--- src/rtl/align_shift_4in_pkg.sv ---
// align_shift_4in_pkg: lane geometry and alignment helper shared by the alignment stage
package align_shift_4in_pkg;
    localparam int LANES = 4;
    localparam int SIG_W = 4;
    localparam int EXP_W = 5;
    localparam int LOW_EXPAND = 2;
    localparam int GUARD_LSB = 0;
    localparam int FRAC_LSB = GUARD_LSB + LOW_EXPAND;
    localparam int HIDDEN_BIT = FRAC_LSB + SIG_W;
    localparam int HEAD_LSB = HIDDEN_BIT + 1;
    localparam int W = HEAD_LSB + 3;
    localparam int SHIFT_SAT = SIG_W + 1 + LOW_EXPAND;

    function automatic logic [W-1:0] align_lane(
        input logic             sign,
        input logic             zero,
        input logic [SIG_W-1:0] frac,
        input logic [EXP_W-1:0] diff
    );
        logic [W-1:0] base;
        logic [W-1:0] mag;
        base = '0;
        base[HIDDEN_BIT] = 1'b1;
        base[FRAC_LSB +: SIG_W] = frac;
        mag = (zero || diff >= EXP_W'(SHIFT_SAT)) ? '0 : base >> diff;
        return sign ? -mag : mag;
    endfunction
endpackage

--- src/rtl/align_shift_4in_max.sv ---
// max_exp_4in: masked maximum of four exponents, ignoring lanes flagged as zero
module max_exp_4in
    import align_shift_4in_pkg::*;
(
    input  logic [LANES*EXP_W-1:0] lane_exp,
    input  logic [LANES-1:0]       zero,
    output logic [EXP_W-1:0]       max_exp,
    output logic                   all_zero
);
    logic [EXP_W-1:0] m0, m1, m2, m3, hi01, hi23;
    // Zero lanes are forced to 0 so they never win, then a two-level compare tree
    always_comb begin
        m0 = zero[0] ? '0 : lane_exp[0*EXP_W +: EXP_W];
        m1 = zero[1] ? '0 : lane_exp[1*EXP_W +: EXP_W];
        m2 = zero[2] ? '0 : lane_exp[2*EXP_W +: EXP_W];
        m3 = zero[3] ? '0 : lane_exp[3*EXP_W +: EXP_W];
        hi01 = m0 > m1 ? m0 : m1;
        hi23 = m2 > m3 ? m2 : m3;
        max_exp = hi01 > hi23 ? hi01 : hi23;
        all_zero = &zero;
    end
endmodule

--- src/rtl/align_shift_4in.sv ---
// align_shift_4in: two-stage exponent alignment of four products into two's-complement adder lanes
module align_shift_4in
    import align_shift_4in_pkg::*;
(
    input  logic                   clk,
    input  logic                   rst,
    input  logic                   in_valid,
    output logic                   in_ready,
    input  logic [LANES-1:0]       in_sign,
    input  logic [LANES*EXP_W-1:0] in_exp,
    input  logic [LANES*SIG_W-1:0] in_sig,
    input  logic [LANES-1:0]       in_zero,
    output logic                   out_valid,
    input  logic                   out_ready,
    output logic [LANES*W-1:0]     sigOffset,
    output logic [EXP_W-1:0]       out_exp,
    output logic                   out_all_zero
);
    logic [EXP_W-1:0]       max_exp;
    logic                   all_zero;
    logic                   s1_load, s2_load, ld1, ld2;
    logic                   v1_q, v1_d, v2_q, v2_d;
    logic [EXP_W-1:0]       exp1_q, exp1_d, exp2_q, exp2_d;
    logic [LANES*EXP_W-1:0] diff1_q, diff1_d;
    logic [LANES-1:0]       sign1_q, sign1_d, zero1_q, zero1_d;
    logic [LANES*SIG_W-1:0] frac1_q, frac1_d;
    logic                   az1_q, az1_d, az2_q, az2_d;
    logic [LANES*W-1:0]     lanes2_q, lanes2_d;

    max_exp_4in u_max (
        .lane_exp (in_exp),
        .zero     (in_zero),
        .max_exp  (max_exp),
        .all_zero (all_zero)
    );

    // Pipeline advance: S2 moves when empty or drained, S1 when empty or S2 moves
    always_comb begin
        s2_load = !v2_q || out_ready;
        s1_load = !v1_q || s2_load;
        in_ready = !v1_q || !v2_q || out_ready;
        ld1 = s1_load && in_valid;
        ld2 = s2_load && v1_q;
        v1_d = s1_load ? in_valid : v1_q;
        v2_d = s2_load ? v1_q : v2_q;
        exp1_d = ld1 ? max_exp : exp1_q;
        sign1_d = ld1 ? in_sign : sign1_q;
        zero1_d = ld1 ? in_zero : zero1_q;
        frac1_d = ld1 ? in_sig : frac1_q;
        az1_d = ld1 ? all_zero : az1_q;
        exp2_d = ld2 ? exp1_q : exp2_q;
        az2_d = ld2 ? az1_q : az2_q;
        for (int i = 0; i < LANES; i++) begin
            diff1_d[i*EXP_W +: EXP_W] = ld1 ? (in_zero[i] ? '0 : max_exp - in_exp[i*EXP_W +: EXP_W])
                                            : diff1_q[i*EXP_W +: EXP_W];
            lanes2_d[i*W +: W] = ld2 ? align_lane(sign1_q[i], zero1_q[i], frac1_q[i*SIG_W +: SIG_W],
                                                  diff1_q[i*EXP_W +: EXP_W])
                                     : lanes2_q[i*W +: W];
        end
    end

    // Stage registers; reset drops both valid flags and clears the visible outputs
    always_ff @(posedge clk) begin
        if (rst) begin
            v1_q <= 1'b0;
            v2_q <= 1'b0;
            exp1_q <= '0;
            diff1_q <= '0;
            sign1_q <= '0;
            zero1_q <= '0;
            frac1_q <= '0;
            az1_q <= 1'b0;
            exp2_q <= '0;
            az2_q <= 1'b0;
            lanes2_q <= '0;
        end else begin
            v1_q <= v1_d;
            v2_q <= v2_d;
            exp1_q <= exp1_d;
            diff1_q <= diff1_d;
            sign1_q <= sign1_d;
            zero1_q <= zero1_d;
            frac1_q <= frac1_d;
            az1_q <= az1_d;
            exp2_q <= exp2_d;
            az2_q <= az2_d;
            lanes2_q <= lanes2_d;
        end
    end

    assign out_valid = v2_q;
    assign sigOffset = lanes2_q;
    assign out_exp = exp2_q;
    assign out_all_zero = az2_q;
endmodule
--- config.mk ---
export PLATFORM = sky130hd
export DESIGN_NAME = align_shift_4in
export DESIGN_NICKNAME = d
export VERILOG_FILES = /design/src/rtl/align_shift_4in_pkg.sv /design/src/rtl/align_shift_4in_max.sv /design/src/rtl/align_shift_4in.sv
export SDC_FILE = /design/constraint.sdc
export NUM_CORES = 1
export LEC_CHECK = 0
export BUFFER_PORTS_ARGS = -buffer_cell sky130_fd_sc_hd__buf_4
export CAP_MARGIN = 20
export CORE_MARGIN = 2
export CORE_UTILIZATION = 63
export DETAILED_ROUTE_END_ITERATION = 16
export HOLD_SLACK_MARGIN = 0.03
export MAX_ROUTING_LAYER = met4
export PLACE_DENSITY = 0.93
export SKIP_CTS_REPAIR_TIMING = 1
export SLEW_MARGIN = 10
export SYNTH_ARGS = -nofsm -noshare
export SYNTH_HDL_FRONTEND = slang
export SYNTH_SLANG_ARGS = --single-unit
--- constraint.sdc ---
create_clock -name clk -period 13.2 [get_ports clk]
set_input_delay 0.66 -clock clk [delete_from_list [all_inputs] [get_ports clk]]
set_output_delay 0.66 -clock clk [all_outputs]
set_load 0.01 [all_outputs]
==> After elaboration in Yosys (flattened, before gate mapping) <==
Cells that the tools add are included.
W data, S select, Z words.
{ "word_totals": {"wordCells": 62, "in_bits": 48, "out_inout_bits": 48, "reg_bits": 98} }
{ "op_classes": {"shift": 4, "magnitude_cmp": 7, "n_reduce_logical": 13, "n_addsub": 8, "n_mux": 19} }
{ "op_table": {"columns": ["cell", "n"], "rows": [
  ["$mux W10", 8],
  ["$mux W5", 11],
  ["$neg A10 Y10", 4],
  ["$shr A7 B5 Y10", 4],
  ["$ge A5 B3 Y1 const B", 4],
  ["$sub A5 B5 Y5", 4],
  ["$gt A5 B5 Y1", 3],
  ["$logic_or A1 B1 Y1", 8],
  ["$reduce_and A4 Y1", 1],
  ["$logic_and A1 B1 Y1", 2],
  ["$logic_not A1 Y1", 2]
]} }

==> Logic depth before layout (Yosys ltp) <==
Gate-level depths: netlist of the first run.
{ "depth": {"word_depth": 7, "mapped_depth": 27, "depth_no_buf": 25} }

==> Cells and area by module <==
Synthesis of the first run repeated with hierarchy kept, for this count alone.
{ "hier_totals": {"hier_cells": 782, "hier_area_um2": 6277.3} }
{ "modules_own_cells": {"columns": ["module", "n_inst", "cells_each", "area_each_um2", "seq_area_each_um2"], "rows": [
  ["align_shift_4in", 1, 692, 5574.1, 1961.9],
  ["max_exp_4in", 1, 90, 703.2, 0.0]
]} }

==> Worst setup path after synthesis of the first run <==
No wires, ideal clock.
{ "synth_path": {"path_type": "input to register", "from": "in in_zero[0]", "to": "reg diff1_q[9]", "setup_time_ns": 0.079, "path_stages": 26, "required_time_ns": 13.121, "arrival_time_ns": 5.218, "path_buffers": 2, "path_slack_ns": 7.903, "path_cell_list": "clkbuf_1 nand2b_1 inv_1 ha_1 nand4_1 nor2_1 a211oi_1 o21bai_2 mux2i_1 ha_1 nor2b_1 o21ai_0 a21oi_1 a211oi_1 a31oi_1 buf_6 mux2i_1 ha_1 inv_1 fa_1 a21o_1 a21oi_1 xor2_1 nor4_1 nand2_1 o211ai_1"} }
{ "synth_via": {"elab_chain_cells": 7} }
{ "synth_lines": {"columns": ["element", "line_no", "rtl"], "rows": [
  ["from (decl)", "align_shift_4in.sv:12", "input logic [LANES-1:0] in_zero,"],
  ["$mux W5 (*)", "align_shift_4in_max.sv:13", "m0 = zero[0] ? '0 : lane_exp[0*EXP_W +: EXP_W];"],
  ["$gt A5 B5 Y1", "align_shift_4in_max.sv:17", "hi01 = m0 > m1 ? m0 : m1;"],
  ["$mux W5 (*)", "align_shift_4in_max.sv:17", null],
  ["$gt A5 B5 Y1", "align_shift_4in_max.sv:19", "max_exp = hi01 > hi23 ? hi01 : hi23;"],
  ["$mux W5 (*)", "align_shift_4in_max.sv:19", null],
  ["$sub A5 B5 Y5 (*)", "align_shift_4in.sv:54", "diff1_d[i*EXP_W +: EXP_W] = ld1 ? (in_zero[i] ? '0 : max_exp - in_exp[i*EXP_W +: EXP_W])"],
  ["$mux W5 (*)", "align_shift_4in.sv:54", null],
  ["to (signal assigned)", "align_shift_4in.sv:80", "diff1_q <= diff1_d;"],
  ["to (decl)", "align_shift_4in.sv:24", "logic [LANES*EXP_W-1:0] diff1_q, diff1_d;"]
]} }
Every way passes the cells marked *; elsewhere a longest branch is shown, timed or not.
A chain may end at the register's enable or synchronous reset.

==> Final worst setup path of the first run <==
{ "layout_path": {"from": "in in_zero[0]", "to": "reg diff1_q[4]"} }
{ "layout_via": {"elab_chain_cells": 7} }
{ "layout_lines": {"columns": ["element", "line_no"], "rows": [
  ["$mux W5", "align_shift_4in_max.sv:13"],
  ["$gt A5 B5 Y1", "align_shift_4in_max.sv:17"],
  ["$mux W5", "align_shift_4in_max.sv:17"],
  ["$gt A5 B5 Y1", "align_shift_4in_max.sv:19"],
  ["$mux W5", "align_shift_4in_max.sv:19"],
  ["$sub A5 B5 Y5", "align_shift_4in.sv:54"],
  ["$mux W5 (*)", "align_shift_4in.sv:54"]
]} }
Marks and branches as above.

==> out/metrics.cfg, run 1 <==
[run_status]
status = finished, final reports clean

[setup_path]
startpoint = in_zero[0]
regToRegSetupSlack_ns = 10.64
r2r-start = diff1_q[6]$_SDFFE_PP0P_
start_kind = primary input
cp_num_buf_inv = 4
critPathTopFamily = compound AO/OA/AOI/OAI gates
cpMaxStageDelayCell = a31oi_1
end_kind = flip-flop
worstPathRequired_ns = 13.42
cp.depth = 26
timing.rr.end = sigOffset[18]$_SDFFE_PP0P_
arrival_ns = 6.14
cp_slowest_stage_delay_ns = 0.82
critPathMaxFanout = 13
crit_type = primary input to flip-flop
worstRegToRegCells = 10

[floorplanning]
initial_core_util_pct = 65.0
dieArea_um2 = 10900
core.rowCount = 36
core_region_area_um2 = 9820
io_pins = 96
die_y_um = 105
die_x_um = 105

[logic_synthesis]
async_flop_share_pct = 0
synth_edf_count = 0
synth_xor_area_share_pct = 3.84
muxShareOfSynthArea_pct = 4.49
synth_seq_cells = 98
synth_cell_type_count = 65
syn_area_um2 = 6380
syn_inst = 822
ys.flop_type = dfxtp_1
synthSimpleGateAreaFrac_pct = 25.2
synth.area.top_cells = dfxtp_1 31%, a21oi_1 7.0%, nand2_1 6.9%
synth_most_common_cell = nand2_1
synth-compound-area-share_pct = 20.9
synth_top_cell_area_share_pct = 30.7
synth_fa_ha_area_share_pct = 8.27
synth_top_family_by_area = simple AND/OR/NAND/NOR gates
synth_largest_area_cell = dfxtp_1
synthTopCellsByCount = 117 x nand2_1, 98 x dfxtp_1, 89 x a21oi_1
yosysWarnings = 0
syn_area_per_cell_um2 = 7.76
seq_area_frac_synth_pct = 30.7
syn_nets = 909

[power]
switching_share_pct = 35.6
clkPwrFrac_pct = 23.5
pwr-share-comb_pct = 35.4
leakagePower_nw = 2.99
peakVddDrop_mv = 0.0762
power_uw = 850
powerDensity_nw_per_um2 = 117
p_seq_share_pct = 41.1
p_int_uw = 547
p_switching_uw = 303

[worst_hold_path]
hold_path.startpoint = exp1_q[1]$_SDFFE_PP0P_
min_to = out_exp[1]$_SDFFE_PP0P_
hold_path_depth = 2
min_path_type = flip-flop to flip-flop

[detailed_routing]
drtAntennaViolNets = 0
met2WireLength_um = 6940
top_layer = met4
met1_length_um = 6740
wirelength_um = 14800
vias = 5991
met3_wirelength_um = 900
drt_pass1_iterations = 5
detail_route.iter0.violations = 379
wire_per_inst_um = 14.6
drc = 0
via_per_inst = 5.91

[placement]
gp_congestion = 0.948
portBuffers = 95
placed_area_um2 = 7040
place_hpwl_um = 10700
dp.cells = 998

[timing]
tightest_slew_ns = 1.10
skew_ns = 0.0131
rsz0062_at_grt = no
fin_crit_ns = 5.92
slew_viol_final = 0
setup_violations = 0
tns_ns = 0
period_share_pct = 44.9
hold_viol = 0
slew_headroom_pct = 26.4
fmax_mhz = 169

[clock_tree]
cts_inserted_buffers = 9
cts_num_sinks = 98
insertion_delay_ns = 0.36
cts.path.max_buffers = 2
cts-root-buf = clkbuf_8
cts_tree = built
htree_levels = 3
clk_pin_slew_ns = 0.10

[run]
drv_cap = 0

[finish]
final_cell_count_no_fill = 1013
fin_nets = 963
area_delta_synth_final_pct = 13.5
fin_area_um2 = 7240
n_fill_cell = 760
drive_above_1_share_pct = 16.6
antennaDiodeCount = 0

[global_routing]
grt_pass1_vias = 5337
grt_pass1_wl_um = 24900
grt_antenna_before_repair = 0
grt_overflow = 0
grt_max_degree = 70
grt_use_total_pct = 27.8

## cells in the final DEF (no fill, tap or decap), types with 3 or more instances in the layout
cell,synthesis,layout
a211oi_1,21,21
a21o_1,10,10
a21oi_1,89,89
a21oi_2,3,3
a311o_1,4,4
a31oi_1,8,8
a31oi_4,3,3
a32oi_2,3,3
buf_4,7,100
clkbuf_8,0,11
dfxtp_1,98,98
fa_1,4,4
ha_1,35,35
inv_1,41,41
mux2i_1,25,25
nand2_1,117,116
nand2b_1,27,27
nand3_1,19,19
nand3b_1,16,16
nand4_1,7,7
nor2_1,80,80
nor2b_1,6,5
nor3_1,23,23
nor3b_1,6,6
nor4_1,8,8
o211ai_1,9,9
o21ai_0,25,25
o21bai_1,4,4
or3_1,5,5
xnor2_1,12,12
xor2_1,16,16
## through the flow
stage / utilization [%] / hold WS, ns / setup WS [ns]
floorplan: - / 0.427 / 7.90
global placement: 71.7 / 0.434 / 7.33
CTS: 73.8 / 0.457 / 7.37
global route: 73.8 / 0.485 / 6.95
finish: 73.8 / 0.453 / 7.28
detailed placement: 71.7 / 0.443 / 6.97
## kinds of logic (layout without fill, tap and decap cells)
logic type | after synthesis | in the layout
adder cells (fa/ha/maj) | 40 | 40
multiplexers | 28 | 28
buffers and inverters | 98 | 156
AO/OA/AOI/OAI | 199 | 199
flip-flops | 98 | 98
AND/OR/NAND/NOR | 331 | 331
XOR/XNOR | 28 | 28
## layout make-up
type                    instances  area [um^2]  area share [%]
clock buffers                  11          151            2.09
repair buffers                100          751            10.4
well taps                     133          166            2.30
inverters                      41          154            2.12
flip-flops and latches         98         1960            27.1
multi-input cells             626         4010            55.3
clock inverters                 4         51.3           0.708
## sequential cells by signal (all words and copies together), names as in the netlist
register,count
sigOffset,40
diff1_q,20
frac1_q,16
exp1_q,5
out_exp,5
sign1_q,4
zero1_q,4
az1_q,1
out_all_zero,1
out_valid,1
v1_q,1
## power groups by stage
| stage | combinational [mW] | sequential, mW | clock (mW) |
|---|---|---|---|
| after global routing | 0.334 | 0.353 | 0.213 |
| after CTS | 0.299 | 0.348 | 0.200 |
| after floorplan | 0.240 | 0.340 | 0 |
| after global placement | 0.285 | 0.354 | 0 |
| after detailed placement | 0.296 | 0.355 | 0 |
| final | 0.301 | 0.349 | 0.200 |
## worst min-delay path: stages, from the launching register on
cell	delay, ns
dfxtp_1	0.32
nand2_1	0.05
a21oi_1	0.05
## metal layers
metal	vias up	global-route usage [%]
met5	-	-
met4	0	7.05
met3	25	3.12
met2	212	44.0
met1	2779	38.1
li1	2975	-
## worst max-delay path by stage
| stage | to |
|---|---|
| floorplan | diff1_q[9]$_SDFFE_PP0P_ |
| global placement | diff1_q[14]$_SDFFE_PP0P_ |
| detailed placement | diff1_q[8]$_SDFFE_PP0P_ |
| CTS | diff1_q[4]$_SDFFE_PP0P_ |
| global route | diff1_q[4]$_SDFFE_PP0P_ |
| finish | diff1_q[4]$_SDFFE_PP0P_ |
No activity file was read; power rests on OpenSTA's default activity.
==> inputs of run 2 (changes only) <==
--- a/config.mk
+++ b/config.mk
@@ -8,11 +8,11 @@
 export BUFFER_PORTS_ARGS = -buffer_cell sky130_fd_sc_hd__buf_4
 export CAP_MARGIN = 20
 export CORE_MARGIN = 2
-export CORE_UTILIZATION = 63
+export CORE_UTILIZATION = 52
 export DETAILED_ROUTE_END_ITERATION = 16
 export HOLD_SLACK_MARGIN = 0.03
 export MAX_ROUTING_LAYER = met4
-export PLACE_DENSITY = 0.93
+export PLACE_DENSITY = 0.83
 export SKIP_CTS_REPAIR_TIMING = 1
 export SLEW_MARGIN = 10
 export SYNTH_ARGS = -nofsm -noshare
==> constraint.sdc (replaced) <==
create_clock -name clk -period 4.95 [get_ports clk]
set_input_delay 0.2475 -clock clk [delete_from_list [all_inputs] [get_ports clk]]
set_output_delay 0.2475 -clock clk [all_outputs]
set_load 0.01 [all_outputs]
==> out/metrics.cfg, run 2 (synthesized netlist as in run 1, its figures left out) <==
[run_status]
status = finished, final reports clean

[floorplanning]
core_region_area_um2 = 12000
core.rowCount = 40
die_y_um = 115
initial_core_util_pct = 53.1
io_pins = 96
die_x_um = 115
dieArea_um2 = 13200

[setup_path]
end_kind = flip-flop
cpMaxStageDelayCell = fa_1
crit_type = primary input to flip-flop
regToRegSetupSlack_ns = 2.36
critPathMaxFanout = 13
arrival_ns = 4.83
worstRegToRegCells = 11
worstPathRequired_ns = 5.15
r2r-start = diff1_q[6]$_SDFFE_PP0P_
start_kind = primary input
startpoint = in_zero[0]
timing.rr.end = sigOffset[16]$_SDFFE_PP0P_
cp_slowest_stage_delay_ns = 0.39

[clock_tree]
cts.path.max_buffers = 2
insertion_delay_ns = 0.35
htree_levels = 3
cts_num_sinks = 98
cts_tree = built
clk_pin_slew_ns = 0.07
cts-root-buf = clkbuf_16
cts_inserted_buffers = 9

[detailed_routing]
wirelength_um = 14600
drc = 0
vias = 5770
wire_per_inst_um = 14.2
drtAntennaViolNets = 0
via_per_inst = 5.59
detail_route.iter0.violations = 518
drt_pass1_iterations = 6

[finish]
antennaDiodeCount = 0
largest_register_ffs = 40
final_core_util_pct = 61.9
n_fill_cell = 1075
drive_above_1_share_pct = 17.8
area_delta_synth_final_pct = 16.6
fin_nets = 968
final_common_cell = nand2_1
final_cell_mix = 116 x nand2_1, 105 x buf_4, 98 x dfxtp_1, 89 x a21oi_1, 80 x nor2_1
final_cell_count_no_fill = 1033
fin_area_um2 = 7440

[placement]
placed_area_um2 = 7100
dp.cells = 1017
gp_congestion = 0.937
portBuffers = 95
place_hpwl_um = 10700

[global_routing]
grt_overflow = 0
grt_use_total_pct = 23.6
grt_pass1_vias = 5240
grt_antenna_before_repair = 0
grt_pass1_wl_um = 24800
grt_max_degree = 67

[power]
peakVddDrop_mv = 0.170
power_mw = 2.48
powerDensity_nw_per_um2 = 333
leakagePower_nw = 3.06

[timing]
hold_viol = 0
fin_crit_ns = 4.63
period_share_pct = 93.5
fmax_mhz = 216
tightest_slew_ns = 0.654
slew_viol_final = 0
skew_ns = 0.00742
hold-worst-slack_ns = 0.134
setup_violations = 0
slew_headroom_pct = 55.6

[worst_hold_path]
hold_path_depth = 3
hold_path.startpoint = in_valid
min_to = v1_q$_SDFFE_PP0N_
min_path_type = primary input to flip-flop

[run]
drv_cap = 0

==> run 2: cell types whose count changed in the layout (fill, tap and decap cells not counted) <==
cell and delta:
mux2i_2 +4, clkinv_4 +1, clkinv_2 -1, a31oi_1 -1, a211oi_2 +1, clkbuf_16 +9
a211oi_1 -1, clkbuf_8 -9, buf_4 +5, a31oi_2 +1, clkinvlp_4 +1, mux2i_1 -4
==> run 2: worst max-delay path by stage <==
stage,endpoint
6_report,diff1_q[14]$_SDFFE_PP0P_
5_1_grt,diff1_q[9]$_SDFFE_PP0P_
4_1_cts,diff1_q[14]$_SDFFE_PP0P_
3_5_place_dp,diff1_q[14]$_SDFFE_PP0P_
3_3_place_gp,diff1_q[14]$_SDFFE_PP0P_
2_1_floorplan,diff1_q[9]$_SDFFE_PP0P_
==> run 2: stage by stage <==
stage / setup TNS [ns] / worst slack (ns)
2_1_floorplan: 0 / 0.0651
3_3_place_gp: 0 / 0.0513
3_5_place_dp: -0.161 / -0.0663
4_1_cts: 0 / 0.287
5_1_grt: -0.114 / -0.0508
6_report: 0 / 0.323
==> run 2: layout make-up <==
class	count	area (um^2)	share of cell area, %
repair buffers	105	788	10.6
inverters	41	154	2.07
clock inverters	5	62.6	0.841
multi-input cells	626	4040	54.2
well taps	147	184	2.47
clock buffers	11	253	3.40
flip-flops and latches	98	1960	26.4
==> run 2: where the power goes <==
group / internal [mW] / switching, mW / leakage, nW / total [mW]
registers: 0.847 / 0.0813 / 0.802 / 0.929
logic: 0.374 / 0.450 / 2.11 / 0.824
clock network: 0.421 / 0.302 / 0.148 / 0.723
total: 1.64 / 0.833 / 3.06 / 2.48
==> run 2: routing by layer <==
layer	vias up	wire length (um)	GRT usage, %
met1	2616	7280	33.4
li1	2986	-	-
met4	0	265	8.67
met3	20	658	1.95
met2	148	6440	35.2
met5	-	0	-
==> run 2: worst max-delay path: cells and delay by family <==
kind	cells	cell delay, ns
adders and majority gates	4	1.12
AOI/OAI and AO/OA	10	1.74
and+or+nand+nor	5	0.51
xor gates and xnor gates	1	0.25
muxes	2	0.53
buffers and inverters	4	0.43
